### config.mk
export PLATFORM = sky130hd
export DESIGN_NAME = bht_ctrl
export DESIGN_NICKNAME = d
export VERILOG_FILES = /design/src/rtl/bht_ctrl.sv
export SDC_FILE = /design/constraint.sdc
export NUM_CORES = 1
export LEC_CHECK = 0
export CORE_MARGIN = 1.5
export CORE_UTILIZATION = 25
export DETAILED_ROUTE_END_ITERATION = 7
export GPL_ROUTABILITY_DRIVEN = 0
export HOLD_SLACK_MARGIN = 0.02
export PLACE_DENSITY_LB_ADDON = 0.05
export SLEW_MARGIN = 20
export SYNTH_ARGS = -nofsm -noshare
export SYNTH_HDL_FRONTEND = slang
export SYNTH_SLANG_ARGS = --single-unit
### constraint.sdc
create_clock -name clk -period 3 [get_ports clk]
set_input_delay 0.6 -clock clk [delete_from_list [all_inputs] [get_ports clk]]
set_output_delay 0.6 -clock clk [all_outputs]
set_load 0.02 [all_outputs]
### src/rtl/bht_ctrl.sv
// ---------------------------------------------------------------------------
// bht_ctrl
// Controller for a branch history table of 2^IDX_W two-bit saturating
// counters held in an external single-port RAM. Lookups read the counter
// for the fetch PC. Resolved branches are queued and applied later as
// read-modify-write sequences on the same port.
//
// Ports
//   clk, rst                  rising-edge clock, asynchronous active-low reset
//   lookup_valid, lookup_PC   fetch prediction request
//   lookup_ready              request granted this cycle (with lookup_valid)
//   predict_valid/_taken      prediction, one cycle after a granted lookup
//   upd_valid, upd_PC,        resolved branch, pushed into the update queue
//   upd_taken, upd_ready        on upd_valid && upd_ready
//   init_req                  one-cycle pulse: flush and re-initialise table
//   busy                      init sweep, queued updates or RMW outstanding
//   tbl_en, tbl_we, tbl_addr, single-port table interface; tbl_rdata is
//   tbl_wdata, tbl_rdata        valid the cycle after a read
// ---------------------------------------------------------------------------
module bht_ctrl #(
    parameter int IDX_W  = 10,
    parameter int QDEPTH = 4
) (
    input  logic             clk,
    input  logic             rst,
    input  logic             lookup_valid,
    input  logic [31:0]      lookup_PC,
    output logic             lookup_ready,
    output logic             predict_valid,
    output logic             predict_taken,
    input  logic             upd_valid,
    input  logic [31:0]      upd_PC,
    input  logic             upd_taken,
    output logic             upd_ready,
    input  logic             init_req,
    output logic             busy,
    output logic             tbl_en,
    output logic             tbl_we,
    output logic [IDX_W-1:0] tbl_addr,
    output logic [1:0]       tbl_wdata,
    input  logic [1:0]       tbl_rdata
);

    localparam int QAW = $clog2(QDEPTH);
    localparam logic [IDX_W-1:0] LAST_IDX = {IDX_W{1'b1}};
    localparam logic [IDX_W-1:0] IDX_ONE  = {{(IDX_W-1){1'b0}}, 1'b1};
    localparam logic [QAW:0]     PTR_ONE  = {{QAW{1'b0}}, 1'b1};

    typedef enum logic [1:0] {
        INIT = 2'd0,
        IDLE = 2'd1,
        CAP  = 2'd2,
        WR   = 2'd3
    } state_t;

    // Two-bit saturating counter step towards the resolved direction.
    function automatic logic [1:0] sat_next(input logic [1:0] cnt, input logic taken);
        logic [1:0] res;
        if (taken) begin
            res = (cnt == 2'b11) ? 2'b11 : cnt + 2'b01;
        end else begin
            res = (cnt == 2'b00) ? 2'b00 : cnt - 2'b01;
        end
        return res;
    endfunction

    state_t           state_r;
    state_t           state_nxt_s;
    logic [IDX_W-1:0] sweep_r;
    logic [IDX_W:0]   q_mem_r [QDEPTH];
    logic [QAW:0]     wr_ptr_r;
    logic [QAW:0]     rd_ptr_r;
    logic [3:0]       starve_r;
    logic [1:0]       cnt_r;
    logic             predict_valid_r;

    logic             q_empty_s;
    logic             q_full_s;
    logic             push_s;
    logic             pop_s;
    logic             upd_pend_s;
    logic             force_s;
    logic             lookup_grant_s;
    logic             upd_grant_s;
    logic             en_s;
    logic             we_s;
    logic [IDX_W-1:0] addr_s;
    logic [1:0]       wdata_s;
    logic [IDX_W-1:0] head_idx_s;
    logic             head_taken_s;
    logic [IDX_W-1:0] lookup_idx_s;
    logic [IDX_W-1:0] upd_idx_s;
    logic             unused_pc_bits_s;

    assign lookup_idx_s = lookup_PC[IDX_W+1:2];
    assign upd_idx_s    = upd_PC[IDX_W+1:2];
    assign unused_pc_bits_s = ^{lookup_PC[31:IDX_W+2], lookup_PC[1:0],
                                upd_PC[31:IDX_W+2], upd_PC[1:0]};

    // Extra pointer MSB distinguishes full from empty when the indices match.
    assign q_empty_s = (wr_ptr_r == rd_ptr_r);
    assign q_full_s  = (wr_ptr_r[QAW] != rd_ptr_r[QAW]) &&
                       (wr_ptr_r[QAW-1:0] == rd_ptr_r[QAW-1:0]);
    assign {head_idx_s, head_taken_s} = q_mem_r[rd_ptr_r[QAW-1:0]];

    assign upd_pend_s   = ((state_r == IDLE) && !q_empty_s) || (state_r == WR);
    assign upd_ready    = !q_full_s && (state_r != INIT);
    assign push_s       = upd_valid && upd_ready && !init_req;
    assign pop_s        = upd_grant_s && (state_r == WR);
    assign lookup_ready = (state_r != INIT) && !force_s;
    assign busy         = (state_r != IDLE) || !q_empty_s;

    // Table strobes are held off while reset is asserted even though the
    // FSM already sits in INIT.
    assign tbl_en        = en_s && rst;
    assign tbl_we        = we_s && rst;
    assign tbl_addr      = addr_s;
    assign tbl_wdata     = wdata_s;
    assign predict_valid = predict_valid_r;
    assign predict_taken = predict_valid_r && tbl_rdata[1];

    // Port arbitration, table strobes and next-state selection.
    always_comb begin
        state_nxt_s    = state_r;
        force_s        = 1'b0;
        lookup_grant_s = 1'b0;
        upd_grant_s    = 1'b0;
        en_s           = 1'b0;
        we_s           = 1'b0;
        addr_s         = {IDX_W{1'b0}};
        wdata_s        = 2'b00;
        if (state_r == INIT) begin
            en_s    = 1'b1;
            we_s    = 1'b1;
            addr_s  = sweep_r;
            wdata_s = 2'b01;
            if (sweep_r == LAST_IDX) begin
                state_nxt_s = IDLE;
            end else begin
                state_nxt_s = INIT;
            end
        end else begin
            // A starved update op takes the port from a waiting lookup.
            force_s        = upd_pend_s && (starve_r == 4'd8);
            lookup_grant_s = lookup_valid && !force_s;
            // init_req aborts the RMW, so no update access goes out with it.
            upd_grant_s    = upd_pend_s && !lookup_grant_s && !init_req;
            if (lookup_grant_s) begin
                en_s   = 1'b1;
                we_s   = 1'b0;
                addr_s = lookup_idx_s;
            end else if (upd_grant_s) begin
                en_s    = 1'b1;
                we_s    = (state_r == WR);
                addr_s  = head_idx_s;
                wdata_s = cnt_r;
            end else begin
                en_s = 1'b0;
            end
            case (state_r)
                IDLE: begin
                    if (upd_grant_s) begin
                        state_nxt_s = CAP;
                    end else begin
                        state_nxt_s = IDLE;
                    end
                end
                CAP: state_nxt_s = WR;
                WR: begin
                    if (upd_grant_s) begin
                        state_nxt_s = IDLE;
                    end else begin
                        state_nxt_s = WR;
                    end
                end
                default: state_nxt_s = INIT;
            endcase
        end
    end

    // FSM state register; init_req restarts the sweep from any state.
    always_ff @(posedge clk or negedge rst) begin
        if (!rst) begin
            state_r <= INIT;
        end else if (init_req) begin
            state_r <= INIT;
        end else begin
            state_r <= state_nxt_s;
        end
    end

    // Init sweep address.
    always_ff @(posedge clk or negedge rst) begin
        if (!rst) begin
            sweep_r <= {IDX_W{1'b0}};
        end else if (init_req || (state_r != INIT)) begin
            sweep_r <= {IDX_W{1'b0}};
        end else begin
            sweep_r <= sweep_r + IDX_ONE;
        end
    end

    // Update queue pointers; init_req flushes and drops any same-cycle push.
    always_ff @(posedge clk or negedge rst) begin
        if (!rst) begin
            wr_ptr_r <= {(QAW+1){1'b0}};
            rd_ptr_r <= {(QAW+1){1'b0}};
        end else if (init_req) begin
            wr_ptr_r <= {(QAW+1){1'b0}};
            rd_ptr_r <= {(QAW+1){1'b0}};
        end else begin
            if (push_s) begin
                wr_ptr_r <= wr_ptr_r + PTR_ONE;
            end
            if (pop_s) begin
                rd_ptr_r <= rd_ptr_r + PTR_ONE;
            end
        end
    end

    // Update queue storage: {table index, resolved direction}.
    always_ff @(posedge clk) begin
        if (push_s) begin
            q_mem_r[wr_ptr_r[QAW-1:0]] <= {upd_idx_s, upd_taken};
        end
    end

    // Starvation counter for a pending update op denied by lookups.
    always_ff @(posedge clk or negedge rst) begin
        if (!rst) begin
            starve_r <= 4'd0;
        end else if (init_req || upd_grant_s) begin
            starve_r <= 4'd0;
        end else if (upd_pend_s && (state_r != INIT) && (starve_r != 4'hF)) begin
            starve_r <= starve_r + 4'd1;
        end
    end

    // New counter value captured from the read data while in CAP.
    always_ff @(posedge clk or negedge rst) begin
        if (!rst) begin
            cnt_r <= 2'b00;
        end else if (state_r == CAP) begin
            cnt_r <= sat_next(tbl_rdata, head_taken_s);
        end
    end

    // Prediction valid follows a granted lookup by one cycle.
    always_ff @(posedge clk or negedge rst) begin
        if (!rst) begin
            predict_valid_r <= 1'b0;
        end else begin
            predict_valid_r <= lookup_grant_s;
        end
    end

endmodule

* After elaboration in Yosys (flattened, before gate mapping) *
Memories as Yosys holds them, arrays and structs flattened.
Cells that the tools add are included.

storage, ports and cells
  flip-flop bits (word level) = 25
  output and inout port bits = 19
  memories = 1
  word-level logic and storage cells = 90
  bits of input ports = 72
  bits in writable memories = 44

memory list
  memory   depth  width  read ports  clocked after memory_dff  wr ports  RTL line  source
  q_mem_r  4      11     1           0                         1         70        logic [IDX_W:0] q_mem_r [QDEPTH];

cells by class
  add/sub/neg operators = 6
  mux-type cells = 33
  equality and inequality tests = 11
  reductions and logical operators = 32

operators by type and width
  cell                   number
  $mux 10                4
  $mux 2                 10
  $logic_and 1x1->1      16
  $mux 1                 12
  $mux 3                 4
  $add 10x1->10 const B  1
  $eq 10x10->1 const B   1
  $mux 4                 2
  $reduce_bool 2->1      4
  $add 3x1->3 const B    2
  $eq 2x2->1 const B     3
  $logic_not 1->1        6
  $pmux 2 s3             1
  $add 4x1->4 const B    1
  $eq 4x4->1 const B     1
  $logic_not 2->1        2
  $logic_or 1x1->1       4
  $ne 4x4->1 const B     1
  $eq 3x3->1             1
  $add 2x1->2 const B    1
  $eq 2x1->1 const B     1
  $eq 2x2->1             1
  $ne 2x1->1 const B     1
  $sub 2x1->2 const B    1
  $ne 1x1->1             1

* Depth between registers and ports, before layout *
  depth in word-level cells = 14
  depth in mapped cells = 7
  gate-level depth less buffers = 6

* Worst setup path after synthesis *
OpenSTA, ideal clock, no wires.

  path type = register to output
  start = reg rd_ptr_r[0]
  end = out tbl_addr[8]
  setup slack = 0.654 ns
  data arrival time = 1.746 ns
  data required time = 2.400 ns
  cell stages (with the launch flop) = 6
  buffers on the path = 1
  path through = dfrtp_1 xor2_2 o41ai_2 buf_2 nor2_1 a221o_1

on the way
  cells in the longest elaborated chain, start to end = 13
  elaborated cells between the ends (all ways) = 14
  classes of those cells = eq/ne (1); mux (3); reduce/logical (9); memory (1)

RTL lines
  what                             RTL line  source
  start, declared                  72        logic [QAW:0] rd_ptr_r;
  start signal, assigned           207       rd_ptr_r <= {(QAW+1){1'b0}};
  start signal, assigned           210       rd_ptr_r <= {(QAW+1){1'b0}};
  start signal, assigned           216       rd_ptr_r <= rd_ptr_r + PTR_ONE;
  $eq 3x3->1                       101       assign q_empty_s = (wr_ptr_r == rd_ptr_r);
  $logic_not 1->1                  106       assign upd_pend_s = ((state_r == IDLE) && !q_empty_s) || (state_r == WR);
  $logic_and 1x1->1                106
  $logic_or 1x1->1                 106
  $logic_and 1x1->1                144       force_s = upd_pend_s && (starve_r == 4'd8);
  $logic_not 1->1                  145       lookup_grant_s = lookup_valid && !force_s;
  $logic_and 1x1->1                145
  $logic_not 1->1                  147       upd_grant_s = upd_pend_s && !lookup_grant_s && !init_req;
  $logic_and 1x1->1 (2 in series)  147
  $mux 10                          152       end else if (upd_grant_s) begin
  $mux 10 (*)                      148       if (lookup_grant_s) begin
  $mux 10 (*)                      132       if (state_r == INIT) begin
  end, declared                    39        output logic [IDX_W-1:0] tbl_addr,

Every way passes the cells marked *; elsewhere a longest branch is shown, timed or not.

* Final worst setup path *
  start = reg rd_ptr_r[0]
  end = out tbl_addr[0]

Same word-level chain as after synthesis.

==> impl_metrics.ini <==
[run_status]
status = completed

[cts]
hold_bufs_at_cts = 0
htreeDepth = 3
cts_tree = yes
cts_inserted_buffers = 9
clockRootBuffer = sky130_fd_sc_hd__clkbuf_16
clk-insertion-delay-late_ns = 0.33
clk_pin_slew_ns = 0.06
clockBufferDepth = 2
num_clock_sinks = 69

[sta]
setup_repair_after_global_routing_missed_its_margin = false
layout_min_cycle_time_ns = 2.87
slack_of_the_critical_path_ns = 0.126
achievable-frequency_mhz = 348
finalHoldViolations = 0
setup_viol_count_final = 0
finalClockSkew_ns = 0.00513
slew-limit-headroom = 0.546
max_slew.worst_pin.slew_ns = 0.670
timing.final.max_slew_violations = 0
setup_tns_ns = 0
share_of_the_cycle_needed_by_the_critical_path_after_routing = 0.958

[routing]
routedWlPerCell_um = 16.2
ant_nets = 0
detail_route.drc_violations = 0
drt_pass1_iterations = 4
wl_um = 8010
viasPerCell = 4.40
drt-initial-drc-count = 88
via_count = 2168

[global_route]
global_route_wire_length_before_repair_um = 12800
grt_antenna_before_repair = 0
grtUsageTotal = 0.131
grt_start_max_net_pins = 19
global_route.usage.met2 = 0.197
met1_usage_in_global_routing = 0.180
gr-max-usage-layer = met2
first_global_vias = 2260
grt_overflow = 0
gr-usage-met3 = 0.0467

[power]
p_leak_nw = 1.71
power.combinational.fraction = 0.046
internal-power_mw = 1.73
power_density_mw_per_mm2 = 493
proportion_of_power_drawn_by_the_clock_network = 0.486
fin_total_pwr_mw = 2.20
power.share.sequential = 0.468
p_sw_mw = 0.471
max-vdd-ir-drop_mv = 0.367
switching_share = 0.214

[cells_and_area]
layout_nets = 396
most-common-layout-cells = 44 x sky130_fd_sc_hd__edfxtp_1, 31 x sky130_fd_sc_hd__clkdlybuf4s50_1, 29 x sky130_fd_sc_hd__buf_4
drive_above_1_share = 0.237
insertedDiodeCount = 0
fillerInstances = 1268
multi_input_area_mm2 = 0.00123
most_frequent_standard_cell_in_the_layout_excluding_fill_and_tap_cells = sky130_fd_sc_hd__edfxtp_1
seq_area_mm2 = 0.00195
area_growth_syn_to_layout_pct = 38.6

[logic_synthesis]
post_synthesis_compound_gate_area_fraction = 0.113
syn_area_mm2 = 0.00322
post_synth_xor_area_fraction = 0.0323
synth-async-reset-ratio = 0.362
synthesis.yosys.warnings = 0
combinational_family_with_the_most_area_after_synthesis = compound AO/OA/AOI/OAI gates
synth_edf_count = 44
yosys-mux-area-fraction = 0.0837
synth.ff_latch_count = 69
net_count_of_the_mapped_netlist = 316
post_synth_inst_count = 236
synth-simple-area-share = 0.109
synthDistinctLibCells = 42
ys_dominant_reg_cell = sky130_fd_sc_hd__edfxtp_1
synthAdderAreaFrac = 0.0311
yosysSeqAreaShare = 0.605
syn_area_per_cell_um2 = 13.6

[setup_path]
arrival_ns = 2.27
timing.setup.critical_path_class = reg2out
element_type_at_the_critical_path_end = output pin
critPathRequiredTime_ns = 2.40
worst-path-max-fanout = 6
worst_setup_path_start_kind = flop

[min_path]
hold_path.class = reg2reg

[floorplan]
pin_count = 91
placeableCoreArea_mm2 = 0.0126
dieArea_mm2 = 0.0136
height_of_the_die_um = 116
floorplan.initialDensity = 0.256
floorplan.die.width_um = 116
rows = 41

[place]
placement.setup.worst_slack_ns = -0.173
io_buffer_count = 46
dpl.hpwl_um = 5710

[job]
maxCapViolCount = 0
-- sequential cells by signal, indices dropped and copies added (netlist names) --
register	count
cnt_r	2
sweep_r	10
state_r	2
wr_ptr_r	3
predict_valid	1
rd_ptr_r	3
q_mem_r	44
starve_r	4
-- metrics by stage --
step / instances / util / instance area, µm² / hold slack (ns)
2_1_floorplan: 236 / - / 3220 / 0.304
3_3_place_gp: 471 / 0.326 / 4100 / 0.456
3_5_place_dp: 471 / 0.326 / 4100 / 0.461
4_1_cts: 490 / 0.354 / 4440 / 0.475
5_1_grt: 493 / 0.355 / 4460 / 0.492
6_report: 493 / 0.355 / 4460 / 0.468
-- cells by family after synthesis --
group	count (synthesis)
compound gates	49
xor+xnor	11
fa+ha+maj	8
buf+inv	20
flops	69
mux	13
simple gates	66
-- synth_stat cells, types with 2 or more instances --
master | instances | area, µm²
sky130_fd_sc_hd__a21o_1 | 2 | 15.0
sky130_fd_sc_hd__a21oi_1 | 11 | 55.1
sky130_fd_sc_hd__a221o_1 | 10 | 100
sky130_fd_sc_hd__and2_1 | 7 | 43.8
sky130_fd_sc_hd__and3_1 | 2 | 12.5
sky130_fd_sc_hd__buf_2 | 3 | 15.0
sky130_fd_sc_hd__clkbuf_1 | 7 | 26.3
sky130_fd_sc_hd__dfrtp_1 | 25 | 626
sky130_fd_sc_hd__edfxtp_1 | 44 | 1320
sky130_fd_sc_hd__ha_1 | 8 | 100
sky130_fd_sc_hd__inv_1 | 9 | 33.8
sky130_fd_sc_hd__mux4_2 | 11 | 248
sky130_fd_sc_hd__nand2_1 | 9 | 33.8
sky130_fd_sc_hd__nand3_1 | 6 | 30.0
sky130_fd_sc_hd__nand3b_1 | 2 | 15.0
sky130_fd_sc_hd__nand4_1 | 2 | 12.5
sky130_fd_sc_hd__nor2_1 | 20 | 75.1
sky130_fd_sc_hd__nor3b_1 | 8 | 60.1
sky130_fd_sc_hd__o21a_1 | 3 | 22.5
sky130_fd_sc_hd__o21ai_0 | 8 | 40.0
sky130_fd_sc_hd__o31ai_1 | 5 | 37.5
sky130_fd_sc_hd__or3_1 | 6 | 37.5
sky130_fd_sc_hd__xnor2_1 | 4 | 35.0
sky130_fd_sc_hd__xor2_1 | 6 | 52.6
-- worst max-delay path, stage by stage, from the launching register on --
cell and delay, ns:
sky130_fd_sc_hd__dfrtp_1 0.40, sky130_fd_sc_hd__buf_6 0.16, sky130_fd_sc_hd__buf_12 0.13, sky130_fd_sc_hd__mux4_2 0.50, sky130_fd_sc_hd__nor3b_1 0.17, sky130_fd_sc_hd__a221o_1 0.26
sky130_fd_sc_hd__dlygate4sd2_1 0.32
-- layer usage --
layer | share of wire | wire length (µm) | vias up
met2 | 0.47 | 3770 | 35
met3 | 0.042 | 338 | 5
met4 | 0.010 | 82 | 0
met5 | 0 | 0 | -
met1 | 0.48 | 3810 | 1075
li1 | - | - | 1053
-- path summary, 6_finish.rpt --
kind                       slack, ns  depth (start not counted)         from              to
max                             0.13                          6  rd_ptr_r[0]     tbl_addr[0]
min                             0.47                          2     cnt_r[1]        cnt_r[1]
max reg2reg                     0.81                          6  wr_ptr_r[1]  q_mem_r[0][10]
min reg2reg                     0.47                          2     cnt_r[1]        cnt_r[1]
max in group asynchronous       2.07                          2          rst      sweep_r[3]
min in group asynchronous       0.65                          2          rst     wr_ptr_r[2]
-- power groups by stage --
stage / sequential [mW] / combinational (mW) / clock, mW
floorplan: 1.05 / 0.0311 / 0
global placement: 1.05 / 0.106 / 0
detailed placement: 1.05 / 0.106 / 0
CTS: 1.03 / 0.105 / 1.10
global route: 1.03 / 0.111 / 1.15
finish: 1.03 / 0.101 / 1.07
-- area by class of cell --
class	instances	area share
flip-flops and latches	69	0.437
multi-input cells	147	0.275
repair buffers	80	0.164
clock buffers	10	0.0514
well taps	172	0.0483
clock inverters	6	0.0163
inverters	9	0.00758
-- repair_timing --
item	in CTS	in global routing
pin swaps	2	0
setup endpoints to repair	15	12
gates resized for setup	20	17
buffers inserted	3	3
(Power assumes the default switching activity.)
